===== src/rtl/cpu_fetch_pkg.sv =====
// Shared fetch-side types and constants for the pre-IF sequencer.
package cpu_fetch_pkg;

  localparam int unsigned XLEN = 32;
  localparam logic [XLEN-1:0] FETCH_RESET_PC = 32'h1c00_0000;

  typedef enum logic [1:0] {
    FS_REQ  = 2'd0,
    FS_WAIT = 2'd1,
    FS_HOLD = 2'd2
  } fetch_state_e;

  // Numeric order doubles as priority: smaller non-zero value is more urgent.
  typedef enum logic [2:0] {
    RD_NONE    = 3'd0,
    RD_EX      = 3'd1,
    RD_ERTN    = 3'd2,
    RD_REFETCH = 3'd3,
    RD_BR      = 3'd4
  } redirect_src_e;

  // True when redirect a is at least as urgent as redirect b.
  function automatic logic outranks(input redirect_src_e a, input redirect_src_e b);
    return (a != RD_NONE) && (a <= b);
  endfunction

endpackage


===== src/rtl/redirect_arb.sv =====
// Fixed-priority selection of the redirect source for the current cycle.
module redirect_arb
  import cpu_fetch_pkg::*;
(
  input  logic            wb_ex_i,
  input  logic [XLEN-1:0] ex_entry_i,
  input  logic            wb_ertn_i,
  input  logic [XLEN-1:0] era_i,
  input  logic            wb_refetch_i,
  input  logic [XLEN-1:0] refetch_pc_i,
  input  logic            br_taken_i,
  input  logic [XLEN-1:0] br_target_i,
  output logic            redirect_valid_c,
  output redirect_src_e   redirect_src_c,
  output logic [XLEN-1:0] redirect_target_c
);

  // WB sources beat the EX branch; among WB, exception > ertn > refetch.
  always_comb begin
    redirect_valid_c  = 1'b1;
    redirect_src_c    = RD_NONE;
    redirect_target_c = '0;
    if (wb_ex_i) begin
      redirect_src_c    = RD_EX;
      redirect_target_c = ex_entry_i;
    end else if (wb_ertn_i) begin
      redirect_src_c    = RD_ERTN;
      redirect_target_c = era_i;
    end else if (wb_refetch_i) begin
      redirect_src_c    = RD_REFETCH;
      redirect_target_c = refetch_pc_i;
    end else if (br_taken_i) begin
      redirect_src_c    = RD_BR;
      redirect_target_c = br_target_i;
    end else begin
      redirect_valid_c  = 1'b0;
    end
  end

endmodule


===== src/rtl/fetch_req_ctrl.sv =====
// Pre-IF fetch sequencer: owns the fetch PC, issues one instruction-bus
// request at a time, and hands responses to IF unless they were cancelled.
module fetch_req_ctrl
  import cpu_fetch_pkg::*;
#(
  parameter logic [XLEN-1:0] RESET_PC = FETCH_RESET_PC
) (
  input  logic            clk,
  input  logic            rst,
  input  logic            wb_ex,
  input  logic [XLEN-1:0] ex_entry,
  input  logic            wb_ertn,
  input  logic [XLEN-1:0] era,
  input  logic            wb_refetch,
  input  logic [XLEN-1:0] refetch_pc,
  input  logic            br_taken,
  input  logic [XLEN-1:0] br_target,
  input  logic            if_allow_in,
  output logic            inst_sram_req,
  output logic [XLEN-1:0] inst_sram_addr,
  input  logic            inst_sram_addr_ok,
  input  logic            inst_sram_data_ok,
  input  logic [XLEN-1:0] inst_sram_rdata,
  output logic            if_valid,
  output logic [XLEN-1:0] if_pc,
  output logic [XLEN-1:0] if_inst
);

  fetch_state_e    state_q, state_d;
  logic [XLEN-1:0] fetch_pc_q, fetch_pc_d;
  logic [XLEN-1:0] req_pc_q, req_pc_d;
  logic            pend_q, pend_d;
  redirect_src_e   pend_src_q, pend_src_d;
  logic [XLEN-1:0] pend_target_q, pend_target_d;
  logic            cancel_q, cancel_d;
  logic            if_valid_q, if_valid_d;
  logic [XLEN-1:0] if_pc_q, if_pc_d;
  logic [XLEN-1:0] if_inst_q, if_inst_d;

  logic            rd_valid_c;
  redirect_src_e   rd_src_c;
  logic [XLEN-1:0] rd_target_c;

  logic            take_new_c;
  logic            newest_valid_c;
  redirect_src_e   newest_src_c;
  logic [XLEN-1:0] newest_target_c;

  redirect_arb u_redirect_arb (
    .wb_ex_i           (wb_ex),
    .ex_entry_i        (ex_entry),
    .wb_ertn_i         (wb_ertn),
    .era_i             (era),
    .wb_refetch_i      (wb_refetch),
    .refetch_pc_i      (refetch_pc),
    .br_taken_i        (br_taken),
    .br_target_i       (br_target),
    .redirect_valid_c  (rd_valid_c),
    .redirect_src_c    (rd_src_c),
    .redirect_target_c (rd_target_c)
  );

  // Newest redirect: an incoming one replaces the pending one unless it is less urgent.
  assign take_new_c      = rd_valid_c && (!pend_q || outranks(rd_src_c, pend_src_q));
  assign newest_valid_c  = pend_q || rd_valid_c;
  assign newest_src_c    = take_new_c ? rd_src_c    : pend_src_q;
  assign newest_target_c = take_new_c ? rd_target_c : pend_target_q;

  assign inst_sram_req  = (state_q == FS_REQ);
  assign inst_sram_addr = fetch_pc_q;
  assign if_valid       = if_valid_q;
  assign if_pc          = if_pc_q;
  assign if_inst        = if_inst_q;

  // State and datapath registers.
  always_ff @(posedge clk) begin
    if (rst) begin
      state_q       <= FS_REQ;
      fetch_pc_q    <= RESET_PC;
      req_pc_q      <= '0;
      pend_q        <= 1'b0;
      pend_src_q    <= RD_NONE;
      pend_target_q <= '0;
      cancel_q      <= 1'b0;
      if_valid_q    <= 1'b0;
      if_pc_q       <= '0;
      if_inst_q     <= '0;
    end else begin
      state_q       <= state_d;
      fetch_pc_q    <= fetch_pc_d;
      req_pc_q      <= req_pc_d;
      pend_q        <= pend_d;
      pend_src_q    <= pend_src_d;
      pend_target_q <= pend_target_d;
      cancel_q      <= cancel_d;
      if_valid_q    <= if_valid_d;
      if_pc_q       <= if_pc_d;
      if_inst_q     <= if_inst_d;
    end
  end

  // Next-state, redirect capture and output-buffer update.
  always_comb begin
    state_d       = state_q;
    fetch_pc_d    = fetch_pc_q;
    req_pc_d      = req_pc_q;
    pend_d        = pend_q;
    pend_src_d    = pend_src_q;
    pend_target_d = pend_target_q;
    cancel_d      = cancel_q;
    if_valid_d    = if_valid_q;
    if_pc_d       = if_pc_q;
    if_inst_d     = if_inst_q;

    unique case (state_q)
      FS_REQ: begin
        if (inst_sram_addr_ok) begin
          // Accepted address is stale if any redirect is known by now.
          state_d    = FS_WAIT;
          req_pc_d   = fetch_pc_q;
          cancel_d   = newest_valid_c;
          fetch_pc_d = newest_valid_c ? newest_target_c : fetch_pc_q + XLEN'(4);
          pend_d     = 1'b0;
          pend_src_d = RD_NONE;
        end else if (rd_valid_c) begin
          pend_d        = 1'b1;
          pend_src_d    = newest_src_c;
          pend_target_d = newest_target_c;
        end
      end
      FS_WAIT: begin
        if (inst_sram_data_ok) begin
          if (cancel_q || rd_valid_c) begin
            state_d  = FS_REQ;
            cancel_d = 1'b0;
            if (newest_valid_c) fetch_pc_d = newest_target_c;
            pend_d     = 1'b0;
            pend_src_d = RD_NONE;
          end else begin
            state_d    = FS_HOLD;
            if_valid_d = 1'b1;
            if_pc_d    = req_pc_q;
            if_inst_d  = inst_sram_rdata;
          end
        end else if (rd_valid_c) begin
          cancel_d      = 1'b1;
          pend_d        = 1'b1;
          pend_src_d    = newest_src_c;
          pend_target_d = newest_target_c;
        end
      end
      FS_HOLD: begin
        // A redirect squashes the buffered instruction and retargets directly.
        if (rd_valid_c) begin
          state_d    = FS_REQ;
          if_valid_d = 1'b0;
          fetch_pc_d = rd_target_c;
        end else if (if_allow_in) begin
          state_d    = FS_REQ;
          if_valid_d = 1'b0;
        end
      end
      default: state_d = FS_REQ;
    endcase
  end

endmodule


===== config.mk =====
export PLATFORM = sky130hd
export DESIGN_NAME = fetch_req_ctrl
export DESIGN_NICKNAME = d
export VERILOG_FILES = /design/src/rtl/cpu_fetch_pkg.sv /design/src/rtl/redirect_arb.sv /design/src/rtl/fetch_req_ctrl.sv
export SDC_FILE = /design/constraint.sdc
export NUM_CORES = 1
export LEC_CHECK = 0
export BUFFER_PORTS_ARGS = -buffer_cell sky130_fd_sc_hd__buf_4
export CAP_MARGIN = 20
export CORE_ASPECT_RATIO = 1.75
export CORE_UTILIZATION = 47
export DETAILED_ROUTE_END_ITERATION = 12
export PLACE_DENSITY = 0.77
export SLEW_MARGIN = 20
export SYNTH_ARGS = -nofsm -noshare
export SYNTH_HDL_FRONTEND = slang
export SYNTH_SLANG_ARGS = --single-unit

===== constraint.sdc =====
create_clock -name clk -period 2.75 [get_ports clk]
set_clock_uncertainty 0.1 [all_clocks]
set_input_delay 0.1375 -clock clk [delete_from_list [all_inputs] [get_ports clk]]
set_output_delay 0.1375 -clock clk [all_outputs]
set_load 0.02 [all_outputs]

==> run metrics <==
port bufs about 270; Syn Inst Count 1102; initial core utilization 0.484; slowest cell delay on critical path 0.44 ns; CP Capture Type flop; ys flop type dfxtp_1; EDFF count, synth 0; Net Sw Frac 0.312; Startpoint Class flop; Multi-input gate area between 4000 and 5000 µm²; Post-Synth Adder-Cell Area 0.0118; Cells after DPL approximately 1600; crit path time final around 2.5 ns; DR pass1 iterations 5; Place WS roughly 0.085 ns; Static Leak roughly 4.8 nW; Pwr Total 6.58 mW; register area between 3000 and 4000 µm²; TritonCTS clock tree built; syn nets around 1300; initial antenna violation count 0; H-tree depth 4; WL/cell roughly 17 µm; Peak Freq between 300 and 400 MHz; Cell Chain, Critical Path inv_1 > ha_2 > nor2_1 > nand2_4 > nand2_1 > buf_4 > o311ai_0 > a31oi_1 > o32ai_1; Layout area overhead 38.2%; vias in the first global route ~9000; PD cells 561 nW/µm²; worst slew pin tran ~0.60 ns; internal cell power ~4.5 mW; TritonCTS Sinks ~170; HP Class in -> reg; Slowest cell on crit path ha_2; Congestion Overflow GR 0; clock share of power 0.363; outcome finished, final reports clean; R2R cell count 9; CTS root buffer clkbuf_16; Cell variety after synth 80; Worst Slack Setup Final ~0.21 ns; vias between 9000 and 10000; # IOs 267; Post-route DRC 0; final hold viol count 0; largest family of logic cells by synthesized area compound AO/OA/AOI/OAI gates; largest net degree at the start of global routing between 100 and 150; MaxCap Viol Count 0; hold path start ex_entry[8]; DRT iter0 DRCs between 600 and 700; worst endpoint required time 2.99 ns; Fin Hold WS between 0.01 and 0.015 ns; Crit Reg-Reg Startpoint state_q[1]; core area roughly 18000 µm²; post-synthesis sequential area ratio 0.396; first-pass GRT wire length roughly 46000 µm; logic gate share of total power 0.215; crit path DAT 2.78 ns; FFs w/ async S/R, synth 0; Worst-Skew Late Latency 0.44 ns; register bit total from synthesis between 150 and 200; Flop pwr share 0.422; top-area cell type share of the netlist area 0.396; Detail Placement HPWL roughly 20000 µm; R2R Setup Slk between 0.2 and 0.25 ns; Post-Syn Area between 8000 and 9000 µm²; # setup viols final 0; total CTS buffers 17; Simple-Gate Fraction of Synth Area 0.235; post-synthesis mux area share 0.00708; die height about 180 µm; Layout Utilization 0.669; filler cell count 1503; drt total wl 28400 µm; # diodes 0; Area contributors post-synth dfxtp_1, nand2_1, a21oi_1; NumNets Final around 1600; Max VDD drop between 0.0003 and 0.0004 V; fin cells 1630; Vias per Instance around 5.8; Die Area around 19000 µm²; Yosys Warn Count 0; worst-path maximum fanout 14; FF-to-FF End inst_sram_addr[25]; Buf/Inv on CP 2; Setup Crit Path Kind reg -> reg; Clock Pin Slew Worst Setup and Hold Paths 0.07 ns; syn avg cell area a little under 8 µm²; Worst Setup EP inst_sram_addr[25]; antenna viol nets, final 0; setup bufs post-CTS 0; compound-cell area share of the yosys netlist 0.276; final max-slew violation count 0; XOR/XNOR Fraction of Synth Area 0.00826; share of layout cells above drive strength 1 0.277; Slew headroom 0.597; Critical Path Start state_q[1]; cell family with most CP delay compound AO/OA/AOI/OAI gates; Rows 64; RePlAce Congestion approximately 0.94; Max Root-Sink Buffers 2; post-synth top area cell dfxtp_1; WP depth 9; Tcrit/Tclk final 0.922; chip width between 100 and 150 µm; Tot GR Track Use 0.304; Sw Pwr 2.05 mW
==> per-stage QoR <==
stage	TNS (ns)	area, µm²
6_report	0	11700
5_1_grt	-0.00708	11700
4_1_cts	0	11700
3_5_place_dp	0	10800
3_3_place_gp	0	10800
2_1_floorplan	0	8510
==> per-layer routing <==
metal,global-route usage,part of all wire,up-vias,wire length [µm]
met1,0.340,0.38,4360,10800
met4,0.175,0.052,0,1470
met5,0,0,-,0
met3,0.0439,0.056,114,1590
met2,0.546,0.51,431,14500
li1,-,-,4532,-
==> cell usage in the layout (no fill, tap or decap), types with 7 or more instances in the layout <==
master	count
a21oi_1	144
dlygate4sd3_1	34
a31oi_1	9
nor2_1	104
o22ai_1	15
o221ai_1	17
dfxtp_1	168
nand2_1	237
a22oi_1	7
clkbuf_16	17
o211ai_1	17
a221o_1	18
buf_4	320
o31ai_1	15
nand3_1	22
a221oi_1	17
nor3_1	17
a211oi_1	21
nor4_1	8
inv_1	13
ha_1	7
o21ai_0	28
==> area by class of cell <==
class,instances,share of cell area
multi-input combinational,825,0.392
clock buffer,17,0.0363
inverter,15,0.00480
sequential,168,0.287
clock inverter,15,0.0133
timing repair buffer,359,0.242
tap,231,0.0246
==> sequential cells by signal, summed over array words and instances, names as in the netlist <==
name / count
if_valid: 1
state_q: 2
inst_sram_addr: 32
if_inst: 32
if_pc: 32
req_pc_q: 32
pend_src_q: 3
cancel_q: 1
pend_q: 1
pend_target_q: 32
==> how the worst min path moves through the flow <==
stage / end / slack [ns] / depth (start not counted)
3_3_place_gp: cancel_q / 0.28 / 2
4_1_cts: pend_target_q[8] / 0.002 / 3
2_1_floorplan: cancel_q / 0.15 / 1
5_1_grt: pend_target_q[5] / 0.06 / 3
6_report: pend_target_q[8] / 0.01 / 3
3_5_place_dp: cancel_q / 0.29 / 2
==> tightest hold or removal path, delay by kind of cell <==
family	cells	cell delay, ns
AO/OA/AOI/OAI	2	0.28
buffers and inverters	1	0.08
==> cell usage after synthesis, types with 3 or more instances <==
| master | instances |
|---|---|
| a221oi_1 | 17 |
| clkbuf_1 | 49 |
| o21ai_1 | 3 |
| o21ai_0 | 28 |
| nand3_1 | 22 |
| nor2b_1 | 7 |
| a22oi_1 | 7 |
| o31ai_1 | 15 |
| a32oi_1 | 4 |
| ha_1 | 8 |
| o211a_1 | 3 |
| o31a_1 | 3 |
| nand2_1 | 239 |
| xor2_1 | 4 |
| buf_6 | 4 |
| o211ai_1 | 17 |
| xnor2_1 | 4 |
| or4_1 | 3 |
| a211oi_1 | 21 |
| and3_1 | 7 |
| nor2_1 | 105 |
| o22ai_1 | 15 |
| a221o_1 | 18 |
| a21oi_1 | 144 |
| nand2b_1 | 3 |
| o21a_1 | 5 |
| o221a_2 | 5 |
| buf_2 | 32 |
| clkbuf_8 | 4 |
| mux2i_1 | 6 |
| nor4_1 | 9 |
| and2_1 | 6 |
| inv_1 | 13 |
| nor3_1 | 17 |
| dfxtp_1 | 168 |
| o221ai_1 | 17 |
| nand4_1 | 6 |
| a31oi_1 | 9 |
==> kinds of logic after synthesis <==
family / count (synthesis)
AOI/OAI and AO/OA: 354
xor gates and xnor gates: 8
adders and majority gates: 8
buffers and inverters: 109
DFF: 168
muxes: 6
and+or+nand+nor: 449
==> power by group through the flow <==
stage               Combinational, mW  Clock [mW]  Sequential, mW
floorplan                       0.773           0            2.82
global placement                 1.33           0            2.82
detailed placement               1.36           0            2.82
CTS                              1.40        2.42            2.77
global route                     1.54        2.53            2.79
finish                           1.42        2.39            2.77
==> timing repair <==
item,CTS,global route
gates resized for setup,0,1
hold endpoints to repair,35,0
endpoints found under the setup margin,0,2
hold buffers,34,0
Note: power is estimated with default switching activity, not from simulation.
